File: src/rtl/sub_pkg.sv
// rtl/sub_pkg.sv - shared constants, state type and helpers for the serial subtractor
//
// Purpose : default operand/digit sizes, digit count, counter width and FSM state type.
// Ports   : none (package).

package sub_pkg;

  localparam int WIDTH_DEF  = 32;
  localparam int DIGIT_DEF  = 4;
  localparam int NUM_DIGITS = WIDTH_DEF / DIGIT_DEF;

  // Counter must index NUM digits; never narrower than one bit.
  function automatic int cnt_width(input int num);
    return (num > 1) ? $clog2(num) : 1;
  endfunction

  localparam int CNT_W = cnt_width(NUM_DIGITS);

  typedef enum logic [1:0] {
    IDLE = 2'd0,
    RUN  = 2'd1,
    DONE = 2'd2
  } state_t;

endpackage

File: src/rtl/sub_4b.sv
// rtl/sub_4b.sv - combinational one-digit subtract slice
//
// Purpose : computes {cout, d} = a + ~b + cin for one DIGIT-bit digit.
//           cin/cout are carries, i.e. inverted borrows.
// Ports   : a    - minuend digit
//           b    - subtrahend digit
//           cin  - carry in (1 = no borrow)
//           d    - difference digit
//           cout - carry out (1 = no borrow)

module sub_4b #(
  parameter int DIGIT = 4
) (
  input  logic [DIGIT-1:0] a,
  input  logic [DIGIT-1:0] b,
  input  logic             cin,
  output logic [DIGIT-1:0] d,
  output logic             cout
);

  logic [DIGIT:0] sum;

  assign sum       = {1'b0, a} + {1'b0, ~b} + {{DIGIT{1'b0}}, cin};
  assign {cout, d} = sum;

endmodule

File: src/rtl/sub_32b_serial.sv
// rtl/sub_32b_serial.sv - digit-serial subtractor, diff = a - b - bin, one digit per clock
//
// Purpose : captures operands in IDLE, runs WIDTH/DIGIT cycles through a single
//           sub_4b slice LSB digit first, then presents the result in DONE until
//           the consumer takes it.
// Config  : define SUB_OVERFLOW_EN to produce the signed overflow flag on ovf;
//           otherwise ovf is tied low.
// Ports   : clk, rst            - clock, synchronous active-high reset
//           in_valid/in_ready   - operand handshake
//           a, b, bin           - minuend, subtrahend, borrow in
//           out_valid/out_ready - result handshake
//           diff, bout, ovf     - difference, borrow out, signed overflow

module sub_32b_serial
  import sub_pkg::*;
#(
  parameter int WIDTH = WIDTH_DEF,
  parameter int DIGIT = DIGIT_DEF
) (
  input  logic             clk,
  input  logic             rst,
  input  logic             in_valid,
  output logic             in_ready,
  input  logic [WIDTH-1:0] a,
  input  logic [WIDTH-1:0] b,
  input  logic             bin,
  output logic             out_valid,
  input  logic             out_ready,
  output logic [WIDTH-1:0] diff,
  output logic             bout,
  output logic             ovf
);

  localparam int NUM = WIDTH / DIGIT;
  localparam int CW  = cnt_width(NUM);

  state_t state, state_nxt;

  logic [CW-1:0]    cnt;
  logic             carry;
  logic [WIDTH-1:0] a_sh;
  logic [WIDTH-1:0] b_sh;
  logic [WIDTH-1:0] diff_q;
  logic             bout_q;
  logic [DIGIT-1:0] d;
  logic             cout;
  logic             last;

  assign last = (cnt == CW'(NUM - 1));

  // Operands are shifted right each RUN cycle so the slice always sees the
  // current digit in the low bits; no variable part-select is needed.
  sub_4b #(.DIGIT(DIGIT)) u_slice (
    .a    (a_sh[DIGIT-1:0]),
    .b    (b_sh[DIGIT-1:0]),
    .cin  (carry),
    .d    (d),
    .cout (cout)
  );

  always_ff @(posedge clk) begin
    if (rst) state <= IDLE;
    else     state <= state_nxt;
  end

  always_comb begin
    state_nxt = state;
    case (state)
      IDLE:    if (in_valid)  state_nxt = RUN;
      RUN:     if (last)      state_nxt = DONE;
      DONE:    if (out_ready) state_nxt = IDLE;
      default:                state_nxt = IDLE;
    endcase
  end

  always_comb begin
    in_ready  = (state == IDLE);
    out_valid = (state == DONE);
  end

  always_ff @(posedge clk) begin
    if (rst) begin
      cnt    <= '0;
      carry  <= 1'b1;
      a_sh   <= '0;
      b_sh   <= '0;
      diff_q <= '0;
      bout_q <= 1'b0;
    end else begin
      case (state)
        IDLE: begin
          if (in_valid) begin
            a_sh  <= a;
            b_sh  <= b;
            carry <= ~bin;
            cnt   <= '0;
          end
        end
        RUN: begin
          a_sh   <= a_sh >> DIGIT;
          b_sh   <= b_sh >> DIGIT;
          // New digit enters at the top; after NUM shifts digit 0 sits at the bottom.
          diff_q <= {d, diff_q[WIDTH-1:DIGIT]};
          carry  <= cout;
          cnt    <= cnt + CW'(1);
          if (last) bout_q <= ~cout;
        end
        default: ;
      endcase
    end
  end

  assign diff = diff_q;
  assign bout = bout_q;

`ifdef SUB_OVERFLOW_EN
  logic ovf_q;

  // On the final digit the low bits of the shifted operands hold the top
  // digit, so bit DIGIT-1 is the original sign bit.
  always_ff @(posedge clk) begin
    if (rst) begin
      ovf_q <= 1'b0;
    end else if (state == RUN && last) begin
      ovf_q <= (a_sh[DIGIT-1] != b_sh[DIGIT-1]) && (d[DIGIT-1] != a_sh[DIGIT-1]);
    end
  end

  assign ovf = ovf_q;
`else
  assign ovf = 1'b0;
`endif

endmodule

File: config.mk
export PLATFORM = sky130hd
export DESIGN_NAME = sub_32b_serial
export DESIGN_NICKNAME = d
export VERILOG_FILES = /design/src/rtl/sub_pkg.sv /design/src/rtl/sub_4b.sv /design/src/rtl/sub_32b_serial.sv
export SDC_FILE = /design/constraint.sdc
export NUM_CORES = 1
export LEC_CHECK = 0
export CELL_PAD_IN_SITES_DETAIL_PLACEMENT = 2
export CELL_PAD_IN_SITES_GLOBAL_PLACEMENT = 2
export CORE_UTILIZATION = 27
export DETAILED_ROUTE_END_ITERATION = 6
export PLACE_DENSITY = 0.77
export REMOVE_ABC_BUFFERS = 1
export SETUP_SLACK_MARGIN = 0.15
export SKIP_CTS_REPAIR_TIMING = 1
export SLEW_MARGIN = 25
export SYNTH_ARGS = -nofsm -noshare
export SYNTH_HDL_FRONTEND = slang
export SYNTH_SLANG_ARGS = --single-unit
export TNS_END_PERCENT = 50
File: constraint.sdc
create_clock -name clk -period 1.6 [get_ports clk]
set_input_delay 0.24 -clock clk [delete_from_list [all_inputs] [get_ports clk]]
set_output_delay 0.24 -clock clk [all_outputs]
set_load 0.01 [all_outputs]
======== Word-level counts from Yosys, hierarchy flattened ========
Index checks and enable logic that the tools add are counted.
storage, ports and cells
  word-level logic and storage cells ...... 36
  bits in registers ....................... 103
  input bits .............................. 69
  output and inout bits ................... 36
cells by class
  bitwise operators ....................... 3
  reductions and logical operators ........ 5
  equality and inequality tests ........... 6
  $add $sub $neg .......................... 3
  mux-type cells .......................... 12
operators with widths
  kind                 number
  $pmux 32 s2          2
  $mux 32              2
  $mux 2               3
  $pmux 2 s3           1
  $pmux 3 s2           1
  $add 4x4->5          1
  $add 5x1->5          1
  $ne 2x2->1 const B   2
  $not 4->4            1
  $reduce_and 2->1     2
  $add 3x1->3 const B  1
  $eq 3x3->1 const B   1
  $mux 3               1
  $reduce_and 3->1     1
  $eq 2x1->1 const B   1
  $eq 2x2->1 const B   1
  $logic_not 2->1      1
  $ne 2x1->1 const B   1
  $not 1->1            2
  $pmux 1 s2           1
  $reduce_bool 2->1    1
  $mux 1               1

======== Longest topological paths before layout ========
Gate-level depths: netlist of run 1.
  depth in word-level cells ............... 4
  mapped depth ............................ 7
  depth with buffers taken out ............ 6

======== By module ========
From an unflattened synthesis of run 1, not the netlist that was laid out.
second synthesis, totals
  cells, all modules ...................... 468
  area total of the unflattened synthesis .. 4,206.5 µm²
by module, submodules not included
  module          instances  area an instance (µm²)  seq. area each (µm²)  cells each
  sub_32b_serial  1          4,055.1                 2,062.0               450
  sub_4b          1          151.4                   0.0                   18

======== Least setup slack after synthesis of run 1 ========
OpenSTA, ideal clock, no wires.
  kind .................................... register to register
  start ................................... reg carry
  end ..................................... reg carry
  setup slack ............................. -0.014 ns
  cell stages (with the launch flop) ...... 7
  clock period less this slack ............ 1.614 ns
  data arrival time ....................... 1.555 ns
  library setup time ...................... 0.059 ns
  buffers on the path ..................... 0
  required time ........................... 1.541 ns
  path through ............................ dfxtp_1 -> inv_1 -> fa_1 -> fa_1 -> nor2b_1 -> o21a_1 -> o32a_1
on the way
  longest elaborated chain between the ends .. 2
RTL lines
  what                    RTL line               source
  start, declared         sub_32b_serial.sv:40   logic carry;
  start signal, assigned  sub_32b_serial.sv:95   carry <= ~bin;
  start signal, assigned  sub_32b_serial.sv:104  carry <= cout;
  $add 5x1->5             sub_4b.sv:23           assign sum = {1'b0, a} + {1'b0, ~b} + {{DIGIT{1'b0}}, cin};
  $pmux 1 s2              sub_32b_serial.sv:90   case (state)
No other way between the ends.
A chain may end at the register's enable or synchronous reset.

======== Worst setup path after layout of run 1 ========
Ends and elaborated chain as after synthesis.

==> flow_summary.html, run 1 <==
<table>
<tr><th>Metric</th><th>Value</th></tr>
<tr><th colspan="2">Run status</th></tr>
<tr><td>Run status</td><td>finished, violations left</td></tr>
<tr><td>Violated checks</td><td>setup timing</td></tr>
<tr><th colspan="2">Logic synthesis</th></tr>
<tr><td>Dominant cells by area after synthesis</td><td>dfxtp_1 (43%), o221a_2 (11%), a21oi_1 (9.4%), nor2b_1 (7.7%), nor2_1 (5.4%)</td></tr>
<tr><td>Dominant combinational cell family by area after synthesis</td><td>compound AO/OA/AOI/OAI gates</td></tr>
<tr><td>Area share of the largest cell type after synthesis</td><td>42.85%</td></tr>
<tr><td>Count of state elements after synthesis</td><td>103</td></tr>
<tr><td>Cell taking the most area after synthesis</td><td>dfxtp_1</td></tr>
<tr><td>Number of synthesized flops with an enable pin</td><td>0</td></tr>
<tr><td>Distinct cell type count of the synthesized netlist</td><td>37</td></tr>
<tr><td>Share of synthesized area spent on multiplexers</td><td>0.4160%</td></tr>
<tr><td>Most used flip-flop cell after synthesis</td><td>dfxtp_1</td></tr>
<tr><td>Fraction of the yosys area taken by sequential cells</td><td>42.85%</td></tr>
<tr><td>Cell area after technology mapping</td><td>0.004812 mm²</td></tr>
<tr><td>Warnings from Yosys</td><td>0</td></tr>
<tr><td>Adder-Cell Fraction of Synth Area</td><td>2.132%</td></tr>
<tr><td>Area fraction in compound gates after synthesis</td><td>25.69%</td></tr>
<tr><td>Synthesized-area fraction occupied by xor and xnor cells</td><td>0.1820%</td></tr>
<tr><td>Synth Area in Simple Gates</td><td>20.85%</td></tr>
<tr><td>Gate count after technology mapping</td><td>548</td></tr>
<tr><td>Mean post-synth cell area</td><td>8.781 µm²</td></tr>
<tr><td>Async set-reset flop share out of synthesis</td><td>0%</td></tr>
<tr><th colspan="2">Clock tree</th></tr>
<tr><td>Clock sink total</td><td>103</td></tr>
<tr><td>Number of buffers inserted during clock tree synthesis</td><td>9</td></tr>
<tr><td>Buffer levels on the longest clock path</td><td>2</td></tr>
<tr><td>Clock latency of the later-clocked register in the worst-skew pair</td><td>0.35 ns</td></tr>
<tr><td>CTS H-tree depth</td><td>3</td></tr>
<tr><td>Clock root buffer master</td><td>clkbuf_16</td></tr>
<tr><td>CTS clk-pin slew, worst paths</td><td>0.07 ns</td></tr>
<tr><td>CTS tree</td><td>built</td></tr>
<tr><th colspan="2">STA</th></tr>
<tr><td>Worst-case setup margin in the final layout</td><td>-0.05220 ns</td></tr>
<tr><td>Setup repair after global routing missed its margin</td><td>yes</td></tr>
<tr><td>Share of the cycle needed by the critical path after routing</td><td>103.3%</td></tr>
<tr><td>Final Hold Violating Endpoints</td><td>0</td></tr>
<tr><td>Clock skew after layout</td><td>0.008656 ns</td></tr>
<tr><td>Max Freq</td><td>0.6053 GHz</td></tr>
<tr><td>Final setup fails</td><td>2</td></tr>
<tr><td>Max-slew violation total from the final report</td><td>0</td></tr>
<tr><td>Final critical path time including I/O delays and setup</td><td>1.652 ns</td></tr>
<tr><th colspan="2">Power and ir drop</th></tr>
<tr><td>Pwr dens</td><td>945.6 mW/mm²</td></tr>
<tr><td>Final Total Pwr</td><td>0.006098 W</td></tr>
<tr><td>Peak ir drop on the vdd network</td><td>0.5119 mV</td></tr>
<tr><td>Leakage Power</td><td>2.988 nW</td></tr>
<tr><th colspan="2">Global route</th></tr>
<tr><td>Global-route usage over all layers</td><td>16.21%</td></tr>
<tr><td>Remaining Overflow, GRT</td><td>0</td></tr>
<tr><td>Largest net degree at the start of global routing</td><td>58</td></tr>
<tr><td>First-pass GRT wire length</td><td>23.26 mm</td></tr>
<tr><td>Via count of the first global-routing pass</td><td>4599</td></tr>
<tr><td>Number of antenna violations at the first check in global routing</td><td>0</td></tr>
<tr><th colspan="2">Hold path</th></tr>
<tr><td>Hold Startpoint</td><td>rst</td></tr>
<tr><td>Hold/Removal Path Class</td><td>input pin to register</td></tr>
<tr><td>Hold endpoint</td><td>cnt[2]</td></tr>
<tr><td>Count of cells along the worst hold path</td><td>2</td></tr>
<tr><th colspan="2">Setup path</th></tr>
<tr><td>Critical path type</td><td>register to register</td></tr>
<tr><td>Highest-delay cell along the critical path</td><td>fa_2</td></tr>
<tr><td>Reg-to-reg critical path startpoint</td><td>carry</td></tr>
<tr><td>Cell-by-cell listing of the critical path</td><td>inv_2 -&gt; fa_2 -&gt; fa_2 -&gt; nor2b_2 -&gt; o21a_1 -&gt; o32a_1</td></tr>
<tr><td>Worst r2r dst</td><td>carry</td></tr>
<tr><td>Critical Path Most Common Cell</td><td>fa_2</td></tr>
<tr><td>Number of cells on the worst reg-to-reg path</td><td>6</td></tr>
<tr><td>Required @ worst endpoint</td><td>1.89 ns</td></tr>
<tr><td>Worst path max stage delay</td><td>0.40 ns</td></tr>
<tr><td>CP Data Arrival Time</td><td>1.95 ns</td></tr>
<tr><td>Minimum setup slack among reg-to-reg paths</td><td>-0.05 ns</td></tr>
<tr><td>Setup crit start kind</td><td>register</td></tr>
<tr><td>Crit-path max FO</td><td>2</td></tr>
<tr><td>Capturing element type of the critical path</td><td>register</td></tr>
<tr><td>Critical path buffers and inverters</td><td>1</td></tr>
<tr><td>Crit-path leading delay family</td><td>adder cells</td></tr>
<tr><th colspan="2">Place</th></tr>
<tr><td>Post-placement cell area</td><td>0.006002 mm²</td></tr>
<tr><td>IO Port Bufs</td><td>103</td></tr>
<tr><td>Last weighted congestion value of the routability-driven placer</td><td>0.7314</td></tr>
<tr><td>HPWL reported at the end of detailed placement</td><td>10.00 mm</td></tr>
<tr><th colspan="2">Final layout</th></tr>
<tr><td>Number of diodes</td><td>0</td></tr>
<tr><td>Most frequent standard cell in the layout excluding fill and tap cells</td><td>dfxtp_1</td></tr>
<tr><td>Area taken by flip-flops and latches</td><td>0.002072 mm²</td></tr>
<tr><td>Net count, final</td><td>706</td></tr>
<tr><td>Area growth syn-to-layout</td><td>34.01%</td></tr>
<tr><td>Layout cell share with drive strength beyond 1</td><td>17.64%</td></tr>
<tr><td>Area of combinational cells with multiple inputs</td><td>0.002432 mm²</td></tr>
<tr><td>Fillcell total</td><td>1864</td></tr>
<tr><td>Finished Cell Area</td><td>0.006449 mm²</td></tr>
<tr><td>Most frequent cells in the layout</td><td>dfxtp_1 (99), a21oi_1 (88), nor2_1 (68)</td></tr>
<tr><td>Share of the core filled with cells in the final layout</td><td>37.15%</td></tr>
<tr><th colspan="2">Routing</th></tr>
<tr><td>Number of detailed-route iterations in the first pass</td><td>4</td></tr>
<tr><td>Via total after detailed routing</td><td>4268</td></tr>
<tr><td>DRC violations left</td><td>0</td></tr>
<tr><td>Vias per cell</td><td>4.963</td></tr>
<tr><td>Remaining number of nets flagged by the antenna check after routing</td><td>0</td></tr>
<tr><td>Average wire per standard cell</td><td>16.78 µm</td></tr>
<tr><td>Final routed wirelength across all metal layers</td><td>14.43 mm</td></tr>
<tr><td>Number of DRC markers after the initial detailed-route iteration</td><td>123</td></tr>
<tr><th colspan="2">Job</th></tr>
<tr><td>Max Cap Violations</td><td>0</td></tr>
<tr><th colspan="2">Floorplan</th></tr>
<tr><td>Die boundary width</td><td>135.5 µm</td></tr>
<tr><td>Overall die area</td><td>0.01836 mm²</td></tr>
<tr><td>Cell row count</td><td>48</td></tr>
<tr><td>Area of the core</td><td>0.01736 mm²</td></tr>
<tr><td>I/O pin cnt</td><td>105</td></tr>
<tr><td>Chip Height</td><td>135.5 µm</td></tr>
<tr><td>Initial Util</td><td>27.72%</td></tr>
</table>
-- sequential cells by signal, indices dropped and copies added (netlist names) --
signal / cells
a_sh: 32
b_sh: 32
bout: 1
carry: 1
cnt: 3
diff: 32
state: 2
-- cell families after synthesis --
logic type | Yosys count
AO/OA/AOI/OAI | 164
XOR/XNOR | 1
adder cells (fa/ha/maj) | 7
flip-flops | 103
AND/OR/NAND/NOR | 208
other | 1
multiplexers | 2
buffers and inverters | 62
-- routing by layer --
layer  vias up  routed length, µm  track usage (%)
met1      2100               6468            18.56
met3        13                433            3.629
met4         0                143            3.558
li1       2075                  -                -
met5         -                  0                0
met2        80               7388            30.31
-- per-stage QoR --
stage | hold WS [ns] | std cells | worst slack (ns) | setup TNS (ns)
after global routing | 0.3087 | 860 | -0.1492 | -0.2937
after floorplan | 0.3091 | 494 | -2.971 | -243.16
final | 0.2980 | 860 | -0.05220 | -0.07797
after global placement | 0.4415 | 843 | -0.07087 | -0.1642
after CTS | 0.2764 | 859 | -0.2405 | -1.032
after detailed placement | 0.4607 | 843 | -0.1790 | -0.5181
-- cell usage after synthesis (2+ instances only) --
library cell,n
inv_1,7
nor2_1,69
buf_2,15
fa_1,2
mux2i_1,2
nor2b_1,59
dfxtp_1,103
ha_1,5
buf_6,12
nand3b_1,5
nand3_1,3
a21oi_1,90
nand2b_1,4
o221a_2,49
buf_1,3
a22oi_1,7
o221a_1,7
clkbuf_1,15
nand2_1,62
buf_4,9
a211oi_1,2
a21o_1,3
-- worst max path at each step --
stage,start,endpoint,slack [ns],cells past startpoint
final,carry,carry,-0.05,6
after global routing,carry,carry,-0.15,6
after CTS,state[1],out_valid,-0.24,2
after detailed placement,carry,carry,-0.18,6
after global placement,carry,bout,-0.07,6
after floorplan,state[0],a_sh[0],-2.97,3
-- where the power goes --
| group | internal (W) | total (W) | switching [W] |
|---|---|---|---|
| sequential | 0.00273 | 0.00284 | 0.000110 |
| combinational | 0.000561 | 0.00106 | 0.000494 |
| clock | 0.00115 | 0.00220 | 0.00105 |
-- final cells by class --
class                   instances  share of cell area (%)
clock inverters                 6                  0.6597
repair buffers                125                   20.78
well taps                     225                   4.366
clock buffers                  10                   3.880
flip-flops and latches        103                   32.13
inverters                       8                  0.4657
multi-input cells             383                   37.72
Note: power is estimated with default switching activity, not from simulation.
==> run 2: changes to the inputs <==
Settings changed: GPL_TIMING_DRIVEN from default to 1.
==> results of run 2 <==
No change in the layout: final DEF, timing and power equal those of run 1.
==> run 3: changes to the inputs <==
Settings changed: CTS_CLUSTER_DIAMETER from default to 80, SLEW_MARGIN 25 to 20.
==> results of run 3 <==
No change in the layout: final DEF, timing and power equal those of run 1.
